--- config.mk ---
export PLATFORM = sky130hd
export DESIGN_NAME = tanh_layer_sequencer
export DESIGN_NICKNAME = d
export VERILOG_FILES = /design/src/rtl/cnn_pkg.sv /design/src/rtl/tanh_layer_sequencer.sv
export SDC_FILE = /design/constraint.sdc
export NUM_CORES = 2
export LEC_CHECK = 0
export BUFFER_PORTS_ARGS = -buffer_cell sky130_fd_sc_hd__buf_2
export CAP_MARGIN = 20
export CORE_AREA = 2 2 423 425
export DETAILED_ROUTE_END_ITERATION = 6
export DIE_AREA = 0 0 425 427
export PLACE_DENSITY_LB_ADDON = 0.05
export SLEW_MARGIN = 20
export SYNTH_ARGS = -nofsm -noshare
export SYNTH_HDL_FRONTEND = slang
export SYNTH_SLANG_ARGS = --single-unit
--- constraint.sdc ---
create_clock -name clk -period 16 [get_ports clk]
set_input_delay 4.8 -clock clk [delete_from_list [all_inputs] [get_ports clk]]
set_output_delay 4.8 -clock clk [all_outputs]
set_load 0.02 [all_outputs]
--- src/rtl/cnn_pkg.sv ---
// Shared CNN datapath constants and the sequencer state encoding.
package cnn_pkg;

  localparam logic [31:0] FLOAT_ONE  = 32'h3F800000;
  localparam logic [31:0] FLOAT_QNAN = 32'h7FC00000;

  typedef enum logic [1:0] {
    IDLE = 2'd0,
    LOAD = 2'd1,
    WAIT = 2'd2,
    DONE = 2'd3
  } state_t;

endpackage

--- src/rtl/tanh_layer_sequencer.sv ---
// Streams a flattened float vector through one shared iterative tanh unit and
// collects the results into an output vector that updates atomically at DONE.
module tanh_layer_sequencer
  import cnn_pkg::*;
#(
  parameter int unsigned DATA_WIDTH = 32,
  parameter int unsigned NUM_ELEM   = 16,
  parameter int unsigned TIMEOUT    = 15
) (
  input  logic                             clk,
  input  logic                             reset,
  input  logic                             start,
  input  logic [DATA_WIDTH*NUM_ELEM-1:0]   data_in,
  output logic [DATA_WIDTH*NUM_ELEM-1:0]   data_out,
  output logic                             busy,
  output logic                             done,
  output logic                             err,
  output logic [DATA_WIDTH-1:0]            tanh_x,
  output logic                             tanh_reset,
  input  logic [DATA_WIDTH-1:0]            tanh_out,
  input  logic                             tanh_finished
);

  localparam int unsigned IDX_W = (NUM_ELEM > 1) ? $clog2(NUM_ELEM) : 1;
  localparam int unsigned WD_W  = (TIMEOUT > 0) ? $clog2(TIMEOUT + 1) : 1;
  localparam int unsigned VEC_W = DATA_WIDTH * NUM_ELEM;

  state_t state, next_state;

  logic [DATA_WIDTH-1:0] in_buf  [NUM_ELEM];
  logic [DATA_WIDTH-1:0] res_buf [NUM_ELEM];
  logic [IDX_W-1:0]      idx;
  logic [WD_W-1:0]       wdog;

  logic                  accept_c;
  logic                  expired_c;
  logic                  capture_c;
  logic                  last_c;
  logic [IDX_W-1:0]      idx_inc_c;

  logic [VEC_W-1:0]      data_out_d;
  logic                  busy_d;
  logic                  done_d;
  logic                  err_d;
  logic [DATA_WIDTH-1:0] tanh_x_d;
  logic                  tanh_reset_d;

  assign accept_c  = (state == IDLE) && start;
  assign expired_c = (state == WAIT) && !tanh_finished && (wdog == WD_W'(TIMEOUT));
  assign capture_c = (state == WAIT) && (tanh_finished || (wdog == WD_W'(TIMEOUT)));
  assign last_c    = (idx == IDX_W'(NUM_ELEM - 1));
  assign idx_inc_c = idx + IDX_W'(1);

  // State register
  always_ff @(posedge clk) begin
    if (reset) state <= IDLE;
    else       state <= next_state;
  end

  // Next-state logic; finished is only looked at in WAIT, never in LOAD
  always_comb begin
    next_state = state;
    case (state)
      IDLE: if (start) next_state = LOAD;
      LOAD: next_state = WAIT;
      WAIT: if (capture_c) next_state = last_c ? DONE : LOAD;
      DONE: next_state = IDLE;
      default: next_state = IDLE;
    endcase
  end

  // Next values of the registered outputs
  always_comb begin
    data_out_d   = data_out;
    busy_d       = busy;
    done_d       = 1'b0;
    err_d        = err;
    tanh_x_d     = tanh_x;
    tanh_reset_d = (next_state == IDLE) || (next_state == LOAD);
    if (accept_c) begin
      busy_d   = 1'b1;
      err_d    = 1'b0;
      tanh_x_d = data_in[DATA_WIDTH-1:0];
    end
    if (expired_c) err_d = 1'b1;
    if (capture_c && !last_c) tanh_x_d = in_buf[idx_inc_c];
    if (state == DONE) begin
      busy_d = 1'b0;
      done_d = 1'b1;
      for (int i = 0; i < NUM_ELEM; i++) begin
        data_out_d[i*DATA_WIDTH +: DATA_WIDTH] = res_buf[i];
      end
    end
  end

  // Output registers
  always_ff @(posedge clk) begin
    if (reset) begin
      data_out   <= '0;
      busy       <= 1'b0;
      done       <= 1'b0;
      err        <= 1'b0;
      tanh_x     <= '0;
      tanh_reset <= 1'b1;
    end else begin
      data_out   <= data_out_d;
      busy       <= busy_d;
      done       <= done_d;
      err        <= err_d;
      tanh_x     <= tanh_x_d;
      tanh_reset <= tanh_reset_d;
    end
  end

  // Element buffers, index and watchdog
  always_ff @(posedge clk) begin
    if (reset) begin
      for (int i = 0; i < NUM_ELEM; i++) begin
        in_buf[i]  <= '0;
        res_buf[i] <= '0;
      end
      idx  <= '0;
      wdog <= '0;
    end else begin
      if (accept_c) begin
        for (int i = 0; i < NUM_ELEM; i++) begin
          in_buf[i]  <= data_in[i*DATA_WIDTH +: DATA_WIDTH];
          res_buf[i] <= '0;
        end
        idx <= '0;
      end
      if (state == LOAD) wdog <= '0;
      else if ((state == WAIT) && !capture_c) wdog <= wdog + WD_W'(1);
      if (capture_c) begin
        res_buf[idx] <= tanh_finished ? tanh_out : DATA_WIDTH'(FLOAT_QNAN);
        if (!last_c) idx <= idx_inc_c;
      end
    end
  end

endmodule

==> summary.md <==
| Metric | Value |
|---|---|
| Result of the run | finished clean |
| Resized Gates After CTS | 0 |
| Synth cell types | 34 |
| Hpwl dp | 139 mm |
| Final slew viol count | 0 |
| Period utilization | 0.525 |
| Synth warn | 0 |
| Largest net degree at the start of global routing | 281 |
| Drt via density | 4.87 |
| Die Ht | 427 µm |
| Global route overflow | 0 |
| Routed length per placed instance | approximately 28 µm |
| Tmin final | 8390 ps |
| Row count | 155 |
| RSZ-0062 raised after global routing | no |
| Endpoints failing setup | 0 |
| Leak | 29.1 nW |
| Total die area | 181000 µm² |
| TritonCTS clock tree | done |
| TritonCTS Buffers | 175 |
| Nature of the critical path startpoint | input port |
| Detail Route Antenna Nets | 0 |
| Nets | 5454 |
| Setup tns final | 0 ps |
| DRT Wirelength | 211 mm |
| Max cap viols | 0 |
| Syn avg cell area | 15.0 µm² |
| Commonest cells after routing, fill and taps aside | buf_2, edfxtp_1, dfxtp_1, nor2_1, a22o_1 |
| Top area cells in the synthesized netlist | edfxtp_1, dfxtp_1, a22o_1, mux4_2, and2_1 |
| Async set-reset flop share out of synthesis | 0 |
| Number of fill cells | 16800 |
| Sequential element share of the synthesized area | 0.722 |
| Reg-to-reg slack, setup | 11530 ps |
| RePlAce Congestion | 0.774 |
| Design area | 71800 µm² |
| Ys flop type | edfxtp_1 |
| Setup Buffers After CTS | 0 |
| Sequential cell area | 41900 µm² |
| Hold-fix buffers, CTS | 0 |
| Max Freq | around 120 MHz |
| First-pass GRT wire length | 285 mm |
| First-pass detailed-route iteration total | 5 |
| Multi-input logic area | 14900 µm² |
| Clock Tree Root | clkbuf_16 |
| Residual DRC count | 0 |
| Critical path class | in -> reg |
| Vias | 36100 |
| Clk_skew | 39.6 ps |
| Mapped Nets | between 4000 and 5000 |
| WP data required | between 15000 and 20000 ps |
| Worst-path clk slew | 60 ps |
| VDD IR-drop max | 0.0785 mV |
| Max clock buf depth | 3 |
| I/O Pins | 1096 |
| Worst slew pin tran | 1330 ps |
| Worst hold path class | reg -> reg |
| Hold violation count in the final report | 0 |
| Slew HR | 0.115 |
| Mapped cell area | 58100 µm² |
| CP max FO | between 90 and 100 |
| Crit path DAT | 8820 ps |
| Most common cell after layout, fill and taps aside | buf_2 |
| Clk_lat worst skew | 830 ps |
| Initial Utilization | 0.328 |
| Synth Register Bits | 1582 |
| GRT Total Usage | 0.226 |
| Vias in the first global route | 35500 |
| Share of the synthesized area in the top cell type | 0.530 |
| Crit. End Element | flip-flop |
| Mapped Cells | between 3000 and 4000 |
| Die Span X | 425 µm |
| Htree depth | 4 |
| Clock Sinks | 1582 |
| Port Buffers | 1095 |
| Initial antenna violation count | 77 |
| Share of post-route cells with drive strength above 1 | 0.320 |
| DR iter-0 viols | 2571 |
| Post-DP Area | 66000 µm² |
| Dominant cell type by area after synthesis | edfxtp_1 |
| Cell Pwr Density | about 130 nW/µm² |
| Post-synth EDFFs | 1024 |
| Core Area | 177000 µm² |
| Layout area overhead | 23.6% |
Yosys cell counts, drive strengths merged (33+ instances only):
cell type / n
a21o: 33
dfxtp: 558
mux4: 128
clkbuf: 231
edfxtp: 1024
nand2: 62
mux2i: 97
nor2b: 207
and2: 320
buf: 90
a22o: 512
nor2: 526
sequential cells by signal, indices dropped and copies added, names as in the netlist:
signal and cells:
in_buf 512, tanh_x 32, tanh_reset 1, wdog 4, idx 4, done 1, busy 1, res_buf 512
state 2, err 1, data_out 512
report_power, final:
| part | switching (mW) | leakage [nW] | internal (mW) |
|---|---|---|---|
| clock | 1.71 | 2.80 | 2.31 |
| combinational | 0.409 | 10.7 | 0.205 |
| sequential | 0.0715 | 15.6 | 4.61 |
through the flow:
stage / util / setup slack (ps) / total power [mW] / hold WS (ps) / instances
detailed placement: 0.373 / 6640 / 5.41 / 440 / 7078
global route: 0.405 / 7310 / 9.62 / 450 / 7407
CTS: 0.405 / 7540 / 9.43 / 430 / 7403
floorplan: - / 2000 / 5.09 / 436 / 3863
finish: 0.405 / 7610 / 9.31 / 427 / 7412
global placement: 0.373 / 6690 / 5.40 / 437 / 7078
metal layers:
metal  up-vias  share of wire  global-route usage
li1      16300              -                   -
met1     18200           0.38               0.261
met2      1161           0.53               0.412
met3       365          0.053              0.0452
met4        46          0.037              0.0798
met5         -         0.0013                   0
area by class of cell:
type                    instances  area share
well taps                    2355      0.0410
inverters                       3    0.000209
clock buffers                 244      0.0681
repair buffers               1182      0.0869
clock inverters                81      0.0114
flip-flops and latches       1582       0.584
multi-input cells            1957       0.208
diodes                          8    0.000279
cell families after synthesis:
group,count (synthesis),synth area share
AOI/OAI and AO/OA,588,0.0896
xor gates and xnor gates,5,0.000754
adders and majority gates,5,0.00108
buffers and inverters,324,0.0231
DFF,1582,0.722
muxes,225,0.0664
and+or+nand+nor,1134,0.0971
worst paths after layout:
kind,start,end,cells after the start
max,reset,in_buf[2][13],6
min,res_buf[12][19],data_out[403],1
max reg2reg,state[1],in_buf[2][13],6
min reg2reg,res_buf[12][19],data_out[403],1
worst max-delay path, cell delays in order:
cell        delay, ps
clkbuf_8          460
nor2_4            290
clkinvlp_4        780
buf_4             590
buf_4             740
buf_4             850
Note: power is estimated with default switching activity, not from simulation.
